File: config.mk
export PLATFORM = sky130hd
export DESIGN_NAME = hilo_mult_ctrl
export DESIGN_NICKNAME = d
export VERILOG_FILES = /design/src/rtl/hilo_mult_ctrl.sv
export SDC_FILE = /design/constraint.sdc
export NUM_CORES = 1
export LEC_CHECK = 0
export ABC_AREA = 1
export CORE_MARGIN = 10
export CORE_UTILIZATION = 40
export DETAILED_ROUTE_END_ITERATION = 10
export GPL_ROUTABILITY_DRIVEN = 0
export PLACE_DENSITY = 0.9
export SKIP_LAST_GASP = 1
export SYNTH_ARGS = -nofsm -noshare
export SYNTH_HDL_FRONTEND = slang
export SYNTH_SLANG_ARGS = --single-unit
export TNS_END_PERCENT = 50
File: constraint.sdc
create_clock -name clk -period 6.64 [get_ports clk]
set_clock_uncertainty 0.1 [all_clocks]
set_input_delay 1.992 -clock clk [delete_from_list [all_inputs] [get_ports clk]]
set_output_delay 1.992 -clock clk [all_outputs]
set_load 0.02 [all_outputs]
File: src/rtl/hilo_mult_ctrl.sv
// hilo_mult_ctrl: registers multiply operands for a combinational multiplier,
// holds busy for LATENCY cycles, then commits the 2*WIDTH-bit product into
// HI/LO. Also services mthi/mtlo writes and exposes HI/LO for mfhi/mflo.
// Optional macro HILO_MADD_ACC_EN adds an acc input; when it is set at issue,
// the commit accumulates into {hi,lo} (madd/maddu) instead of overwriting it.
module hilo_mult_ctrl #(
  parameter int WIDTH   = 32,
  parameter int LATENCY = 4
) (
  input  logic               clk,
  input  logic               rst,
  input  logic               start,
  input  logic               sign,
  input  logic [WIDTH-1:0]   op_a,
  input  logic [WIDTH-1:0]   op_b,
  input  logic               flush,
`ifdef HILO_MADD_ACC_EN
  input  logic               acc,
`endif
  output logic [WIDTH-1:0]   mul_srcA,
  output logic [WIDTH-1:0]   mul_srcB,
  output logic               mul_ctrl,
  input  logic [2*WIDTH-1:0] mul_result,
  input  logic               hi_we,
  input  logic               lo_we,
  input  logic [WIDTH-1:0]   wdata,
  output logic [WIDTH-1:0]   hi,
  output logic [WIDTH-1:0]   lo,
  output logic               busy,
  output logic               done
);

  typedef enum logic {IDLE = 1'b0, BUSY = 1'b1} state_t;

  state_t     state, state_nxt;
  logic [3:0] cnt;
  logic       load;    // accept a new multiply this edge
  logic       commit;  // write the product into HI/LO this edge

`ifdef HILO_MADD_ACC_EN
  logic       acc_q;
`endif

  // State register
  always_ff @(posedge clk or posedge rst) begin
    if (rst) state <= IDLE;
    else     state <= state_nxt;
  end

  // Next-state and per-edge control; flush beats both start and commit
  always_comb begin
    state_nxt = state;
    load      = 1'b0;
    commit    = 1'b0;
    case (state)
      IDLE: begin
        if (start && !flush) begin
          load      = 1'b1;
          state_nxt = BUSY;
        end
      end
      BUSY: begin
        if (flush) begin
          state_nxt = IDLE;
        end else if (cnt == 4'd1) begin
          commit    = 1'b1;
          state_nxt = IDLE;
        end
      end
      default: state_nxt = IDLE;
    endcase
  end

  // Operand capture and latency counter; operands hold steady while busy
  always_ff @(posedge clk or posedge rst) begin
    if (rst) begin
      mul_srcA <= '0;
      mul_srcB <= '0;
      mul_ctrl <= 1'b0;
      cnt      <= 4'd0;
`ifdef HILO_MADD_ACC_EN
      acc_q    <= 1'b0;
`endif
    end else if (load) begin
      mul_srcA <= op_a;
      mul_srcB <= op_b;
      mul_ctrl <= sign;
      cnt      <= 4'(LATENCY);
`ifdef HILO_MADD_ACC_EN
      acc_q    <= acc;
`endif
    end else if (state == BUSY) begin
      cnt      <= flush ? 4'd0 : cnt - 4'd1;
    end
  end

  // HI/LO: product commit while busy, mthi/mtlo only while idle
  always_ff @(posedge clk or posedge rst) begin
    if (rst) begin
      hi <= '0;
      lo <= '0;
    end else if (commit) begin
`ifdef HILO_MADD_ACC_EN
      if (acc_q) {hi, lo} <= {hi, lo} + mul_result;
      else       {hi, lo} <= mul_result;
`else
      {hi, lo} <= mul_result;
`endif
    end else if (state == IDLE) begin
      if (hi_we) hi <= wdata;
      if (lo_we) lo <= wdata;
    end
  end

  // done pulses for the one cycle after the commit edge
  always_ff @(posedge clk or posedge rst) begin
    if (rst) done <= 1'b0;
    else     done <= commit;
  end

  assign busy = (state == BUSY);

endmodule

==> reports/qor.yml, run 1 <==
status: "completed"
yosysWarnings: 0
critPathMostFrequentCell: "nand2_1"
relSlewSlack: 0.172
hold_viol: 0
grt_pass1_vias: 6079
synth_top_area_cell: "dfrtp_1"
synth_enable_flop_cells: 0
h-tree-depth: 4
wl_um: 22200
drt-wirelength-per-cell_um: 17.8
setup_viol: 0
dpl_worst_slack_ps: 2040
cts_resized: 0
hp-start: "mul_srcB[17]"
drive_above_1_share: 0.0445
synth_top_family_by_area: "simple AND/OR/NAND/NOR gates"
synth-adder-area-share: 0.00403
drc_errors: 0
place_area_sq_um: 9240
synth_compound_area_frac: 0.0568
numClockSinks: 135
coreArea_sq_um: 15200
p_leak_nw: 4.80
vias: 6338
yosysUniqueCellTypes: 19
start_util: 0.408
ys_ff_latch: 135
max_stage_delay_ps: 1110
overflow: 0
path_cells: "clkdlybuf4s50_1 -> nor2_4 -> nand3_4 -> nand2_1 -> nand2_1 -> nand2_1"
fin_ws_ps: 2440
power_density_nw_per_um2: 326
synth_commonest_cells: "nand2_1, dfrtp_1, inv_1"
start_kind: "input pin"
cts_buffers: 17
synth_top_area_share: 0.544
drt-vias-per-instance: 5.10
first_pass_iters: 6
wl_met1_um: 8280
ctsHoldBuffers: 0
synthArstFlopShare: 1.00
clk_path_buf_depth: 2
ys_seq_area_frac: 0.544
finalNetCount: 1212
worstPathArrival_ps: 4450
grt_usage: 0.204
worst-path-max-fanout: 44
synthMuxAreaShare: 0
cap_violations: 0
slowest_stage: "nand2_1"
portBuffers: 297
design.portCount: 298
areaGrowthSynthToFinish_pct: 58.8
highest-signal-layer: "met4"
holdWs_ps: 382
grt_antenna_before_repair: 0
die_h_um: 145
syn_area_sq_um: 6210
path_clk_slew_ps: 60
clock_latency_ps: 420
post_cts_buffers: 0
ir_worst_vdd_mv: 0.170
finalInstanceArea_sq_um: 9860
n_antenna_cell: 0
cp-startpoint: "flush"
rsz0062_at_grt: "no"
synth.net_count: 944
synth-simple-area-share: 0.308
drt-initial-drc-count: 467
cp-end-kind: "flip-flop"
rows: 45
grt_start_max_net_pins: 114
synth_area_leaders: "dfrtp_1, nand2_1, nand4_1"
fmax_ghz: 0.238
hold_path_class: "flip-flop to flip-flop"
cts_tree: "built"
ant_nets: 0
fin_crit_ps: 4200
fp.dieW_um: 145
syn_inst: 775
tightest_slew_ps: 1240
post-synth-top-count-cell: "nand2_1"
required_ps: 6890
cts_root_buf: "clkbuf_16"
fillers: 1215
r2r_start: "cnt[1]"
path_class: "input pin to flip-flop"
cp_num_buf_inv: 1
dieArea_sq_um: 20900
slew_violations: 0
yosys.area_share.xor_xnor: 0
synth_flop_cell: "dfrtp_1"
critical_path.top_delay_family: "simple AND/OR/NAND/NOR gates"
fin_tns_setup_ps: 0
grt_pass1_wl_um: 32800
wl_met2_um: 11500
place_hpwl_um: 16100
met3_length_um: 1630
synth.avg_cell_area_sq_um: 8.01
finalCritPeriodShare: 0.632
[flip-flops by register name, summed over array words and instances (netlist names)]
name	count
hi	32
lo	32
mul_srcA	32
mul_srcB	32
cnt	4
busy	1
done	1
mul_ctrl	1
[worst register-to-register path: stages, from the launching register on]
cell     delay (ps)
dfrtp_1         360
inv_1           110
ha_2            180
buf_4           550
nand3_4         590
nand2_1        1110
nand2_1         160
nand2_1         100
[worst paths after layout]
| check | depth (start not counted) | slack (ps) | end |
|---|---|---|---|
| max | 6 | 2440 | lo[31] |
| max in group asynchronous | 3 | 3680 | mul_srcA[28] |
| max reg2reg | 7 | 3320 | lo[31] |
| min in group asynchronous | 2 | 1750 | lo[25] |
| min reg2reg | 2 | 380 | mul_srcB[17] |
| min | 2 | 380 | mul_srcB[17] |
[metrics by stage]
step	cells	util	power, mW
6_report	1243	0.648	3.21
5_1_grt	1243	0.648	3.37
4_1_cts	1243	0.648	3.23
3_5_place_dp	1212	0.608	2.25
3_3_place_gp	1212	0.608	2.21
2_1_floorplan	775	-	1.67
[metal layers]
layer / GRT usage / vias to the layer above
met1: 0.236 / 3000
met2: 0.345 / 264
met5: 0 / -
met3: 0.0561 / 45
met4: 0.0899 / 0
li1: - / 3029
[cells by family after synthesis]
kind of cell,after synthesis
AOI/OAI and AO/OA,69
DFF,135
and+or+nand+nor,440
adders and majority gates,2
buffers and inverters,129
[power breakdown]
part           internal [mW]  leakage [nW]  switching, mW  total [mW]
clock network          0.619         0.291          0.360       0.979
registers               1.00          1.67          0.106        1.11
logic                  0.490          2.84          0.636        1.13
total                   2.11          4.80           1.10        3.21
[cell type report]
class,count,area (sq um),area share
multi-input cells,511,2310,0.235
inverters,72,275,0.0279
clock buffers,20,467,0.0473
well taps,188,235,0.0239
repair buffers,306,3040,0.308
flip-flops and latches,135,3380,0.343
clock inverters,11,148,0.0150
[placed cells by master (no fill, tap or decap)]
cell	instances
o22ai_1	1
dfrtp_1	135
ha_1	1
inv_1	70
nand2_1	305
buf_4	9
o32ai_1	1
o211ai_1	1
clkdlybuf4s50_1	297
nand3_1	64
clkinvlp_4	4
inv_6	2
nand3_4	2
inv_2	1
clkbuf_8	3
bufinv_16	3
clkbuf_16	17
nand4_1	64
o21ai_0	66
nor2_4	2
clkinv_4	1
clkinv_2	2
nor2_1	3
ha_2	1
Power figures use the tool's default switching activity.
==> run 2: changes to the inputs <==
- CORE_UTILIZATION: 40 -> 37
- PLACE_DENSITY: 0.9 -> 0.88
- clock period: 6.64 -> 3.45 ns (I/O delays scaled with it)
==> run 2 against run 1 <==
Against the previous run:
- utilization is 4.8 points lower
- hold slack about the same
- design area up 0.58%
==> reports/qor.yml, run 2 (synthesized netlist as in run 1, its figures left out) <==
status: "completed"
use_met2: 0.333
hold_end: "mul_srcB[23]"
worstPathArrival_ps: 1450
r2r_start: "cnt[1]"
drt-wirelength-per-cell_um: 17.7
clock_latency_ps: 410
grt_start_max_net_pins: 136
path_class: "flip-flop to output port"
rr_worst_depth: 7
grt_antenna_before_repair: 0
dieArea_sq_um: 22400
drt-vias-per-instance: 4.82
first_pass_iters: 5
drc_errors: 0
fp.dieW_um: 150
drt-initial-drc-count: 384
required_ps: 2310
ctsHoldBuffers: 0
hp-start: "mul_srcB[23]"
most-common-layout-cells: "nand2_1, clkdlybuf4s50_1, dfrtp_1, inv_1, o21ai_0"
rows: 47
start_kind: "flip-flop"
fin_crit_ps: 2590
die_h_um: 150
coreArea_sq_um: 16500
cp_num_buf_inv: 1
cap_violations: 0
cp-end-kind: "output port"
max_stage_delay_ps: 670
power_density_nw_per_um2: 619
worst-path-max-fanout: 2
rsz0062_at_grt: "no"
numClockSinks: 135
min_delay_path_depth: 2
slowest_stage: "clkdlybuf4s50_1"
n_antenna_cell: 0
fin_tns_setup_ps: 0
r2r_end: "lo[1]"
relSlewSlack: 0.487
p_leak_nw: 4.80
finalNetCount: 1214
areaGrowthSynthToFinish_pct: 59.7
grt_use_met3: 0.0471
design.portCount: 298
reg2reg_slack_ps: 1530
grt.busiest_layer: "met2"
cts_resized: 0
clk_path_buf_depth: 2
path_cells: "clkdlybuf4s50_1"
final_common_cell: "nand2_1"
drive_above_1_share: 0.0463
fmax_ghz: 0.386
grt_usage: 0.195
finalCritPeriodShare: 0.750
vias: 6166
grt.met1_usage: 0.228
hold_path_class: "flip-flop to flip-flop"
tightest_slew_ps: 769
cts_buffers: 17
grt_pass1_wl_um: 34300
h-tree-depth: 4
slew_violations: 0
post_cts_buffers: 0
grt_pass1_vias: 6074
place_hpwl_um: 16100
overflow: 0
cts_tree: "built"
critical_path.top_delay_family: "buffers and inverters"
ant_nets: 0
holdWs_ps: 382
wl_um: 22600
path_clk_slew_ps: 60
cts_root_buf: "clkbuf_16"
portBuffers: 297
hold_viol: 0
setup_viol: 0
ir_worst_vdd_mv: 0.455
start_util: 0.376
==> run 2: how the worst max path moves through the flow <==
stage	startpoint	endpoint	slack [ps]	cells after the start
6_report	lo[2]	lo[2]	860	1
5_1_grt	hi[31]	hi[31]	820	1
4_1_cts	lo[2]	lo[2]	840	1
3_5_place_dp	flush	lo[28]	540	7
3_3_place_gp	flush	lo[22]	580	8
2_1_floorplan	rst	busy	640	1
==> run 2: power by group <==
group	internal, mW	switching, mW	total [mW]
Combinational	0.950	1.23	2.18
Sequential	1.93	0.202	2.13
Clock	1.09	0.745	1.83
==> run 2: cell type report <==
type / instances / area [sq um]
clock buffer: 18 / 429
timing repair buffer: 308 / 3080
fill: 1414 / 6610
clock inverter: 14 / 164
inverter: 72 / 274
sequential: 135 / 3380
tap: 220 / 275
multi-input combinational: 511 / 2310
==> run 2: per-layer routing <==
metal  part of all wire  vias up
met5                  0        -
met4              0.025        0
met3              0.072       34
met2               0.51      247
met1               0.39     2846
li1                   -     3039
==> run 2: metrics by stage <==
| stage | setup WS, ps | util | total power [mW] | cells | cell area, sq um |
|---|---|---|---|---|---|
| 2_1_floorplan | 636 | - | 3.21 | 775 | 6210 |
| 3_3_place_gp | 583 | 0.564 | 4.29 | 1246 | 9320 |
| 6_report | 861 | 0.600 | 6.14 | 1278 | 9920 |
| 3_5_place_dp | 540 | 0.564 | 4.35 | 1246 | 9320 |
| 5_1_grt | 823 | 0.600 | 6.45 | 1278 | 9920 |
| 4_1_cts | 841 | 0.600 | 6.20 | 1278 | 9920 |
==> run 3: changes to the inputs <==
- CORE_UTILIZATION: 37 -> 40
- PLACE_DENSITY: 0.88 -> 0.9
- clock period: 3.45 -> 2.6 ns (I/O delays scaled with it)
==> run 3 against run 2 <==
Against the previous run:
- combinational power up 35%
- global-route usage rose by 1.5 points
- hold slack worse by 2.4 ps
- critical path depth did not move
- via count increased by 4.9%
- setup slack got worse by 560 ps
- utilization is 5.8 points higher
- design area up 0.90%
- total power increased by 31%
- routed wire length rose by 0.27%
- critical path type unchanged
- highest routed layer unchanged
==> reports/qor.yml, run 3 (synthesized netlist as in run 1, its figures left out) <==
status: "completed"
clock_latency_ps: 410
drt-vias-per-instance: 5.15
slowest_stage: "clkdlybuf4s50_1"
cp-end-kind: "output port"
worstPathArrival_ps: 1420
ctsHoldBuffers: 0
drc_errors: 0
drt-initial-drc-count: 429
die_h_um: 145
wl_um: 22600
grt_pass1_wl_um: 34000
start_util: 0.408
hp-start: "mul_srcA[6]"
cp_num_buf_inv: 1
drive_above_1_share: 0.0526
portBuffers: 297
grt_antenna_before_repair: 1
first_pass_iters: 5
overflow: 0
highest-signal-layer: "met4"
path_cells: "clkdlybuf4s50_1"
areaGrowthSynthToFinish_pct: 61.1
grt_pass1_vias: 6264
cp-startpoint: "mul_srcB[22]"
tightest_slew_ps: 447
multi_input_area_sq_um: 2310
required_ps: 1720
cts_resized: 0
ir_worst_vdd_mv: 0.440
critical_path.top_delay_family: "buffers and inverters"
ant_nets: 0
start_kind: "flip-flop"
regArea_sq_um: 3380
hold_path_class: "flip-flop to flip-flop"
most-common-layout-cells: "nand2_1, clkdlybuf4s50_1, dfrtp_1, inv_1, o21ai_0"
placed_cells: 1222
r2r_start: "cnt[1]"
vias: 6469
fillers: 1183
fin_tns_setup_ps: 0
numClockSinks: 135
post_cts_buffers: 0
setup_viol: 0
place_hpwl_um: 16700
p_leak_nw: 4.87
hold_viol: 0
finalNetCount: 1222
h-tree-depth: 4
worst-path-max-fanout: 2
final_common_cell: "nand2_1"
relSlewSlack: 0.702
path_clk_slew_ps: 60
cap_violations: 0
cts_tree: "built"
fmax_ghz: 0.434
wl_met2_um: 12000
rsz0062_at_grt: "no"
instances_no_fill: 1255
fp.dieW_um: 145
drt-wirelength-per-cell_um: 18.0
grt_usage: 0.209
wl_met1_um: 8240
dieArea_sq_um: 20900
grt_start_max_net_pins: 75
slew_violations: 0
finalCritPeriodShare: 0.885
cts_root_buf: "clkbuf_16"
path_class: "flip-flop to output port"
max_stage_delay_ps: 650
cts_buffers: 17
power_density_nw_per_um2: 806
fin_crit_ps: 2300
coreArea_sq_um: 15200
rows: 45
clk_path_buf_depth: 2
design.portCount: 298
met3_length_um: 1990
[run 3: cell count changes in the layout (fill, tap and decap cells not counted), sizes merged]
cell | previous run | this run
clkinvlp | 4 | 3
inv | 78 | 73
clkbuf | 18 | 20
diode | 0 | 2
clkinv | 2 | 6
bufinv | 2 | 1
buf | 11 | 19
[run 3: worst paths after layout]
kind                                     end  slack (ps)  depth (start not counted)
worst max-delay path            mul_srcB[22]         300                          1
worst min-delay path             mul_srcA[6]         380                          2
worst max register to register        hi[22]         620                          7
worst min register to register   mul_srcA[6]         380                          2
max in group asynchronous       mul_srcA[16]        1290                          3
min in group asynchronous             lo[27]         710                          3
[run 3: metrics by stage]
stage          instance area [sq um]  worst slack [ps]  power [mW]  hold slack [ps]   util
4_1_cts                        10000               252        8.13              387  0.658
3_3_place_gp                    9440               248        5.73              365  0.621
5_1_grt                        10000               238        8.44              400  0.658
6_report                       10000               298        8.06              380  0.658
3_5_place_dp                    9440               194        5.82              372  0.621
2_1_floorplan                   6210              40.8        4.26              415      -
[run 3: area by class of cell]
class                      count  area share
inverter                      72      0.0274
multi-input combinational    511       0.231
clock inverter                11      0.0100
timing repair buffer         316       0.324
clock buffer                  20      0.0456
antenna                        2    0.000500
tap                          188      0.0235
sequential                   135       0.338
[run 3: layer usage]
| metal | global-route usage | vias to the layer above |
|---|---|---|
| li1 | - | 3064 |
| met1 | 0.232 | 3063 |
| met2 | 0.367 | 313 |
| met3 | 0.0610 | 29 |
| met4 | 0.0856 | 0 |
| met5 | 0 | - |
[run 3: where the power goes]
part           leakage, nW  internal, mW  switching (mW)
Clock                0.272          1.36           0.906
Combinational         2.93          1.31            1.64
Sequential            1.67          2.56           0.278
Total                 4.87          5.24            2.82
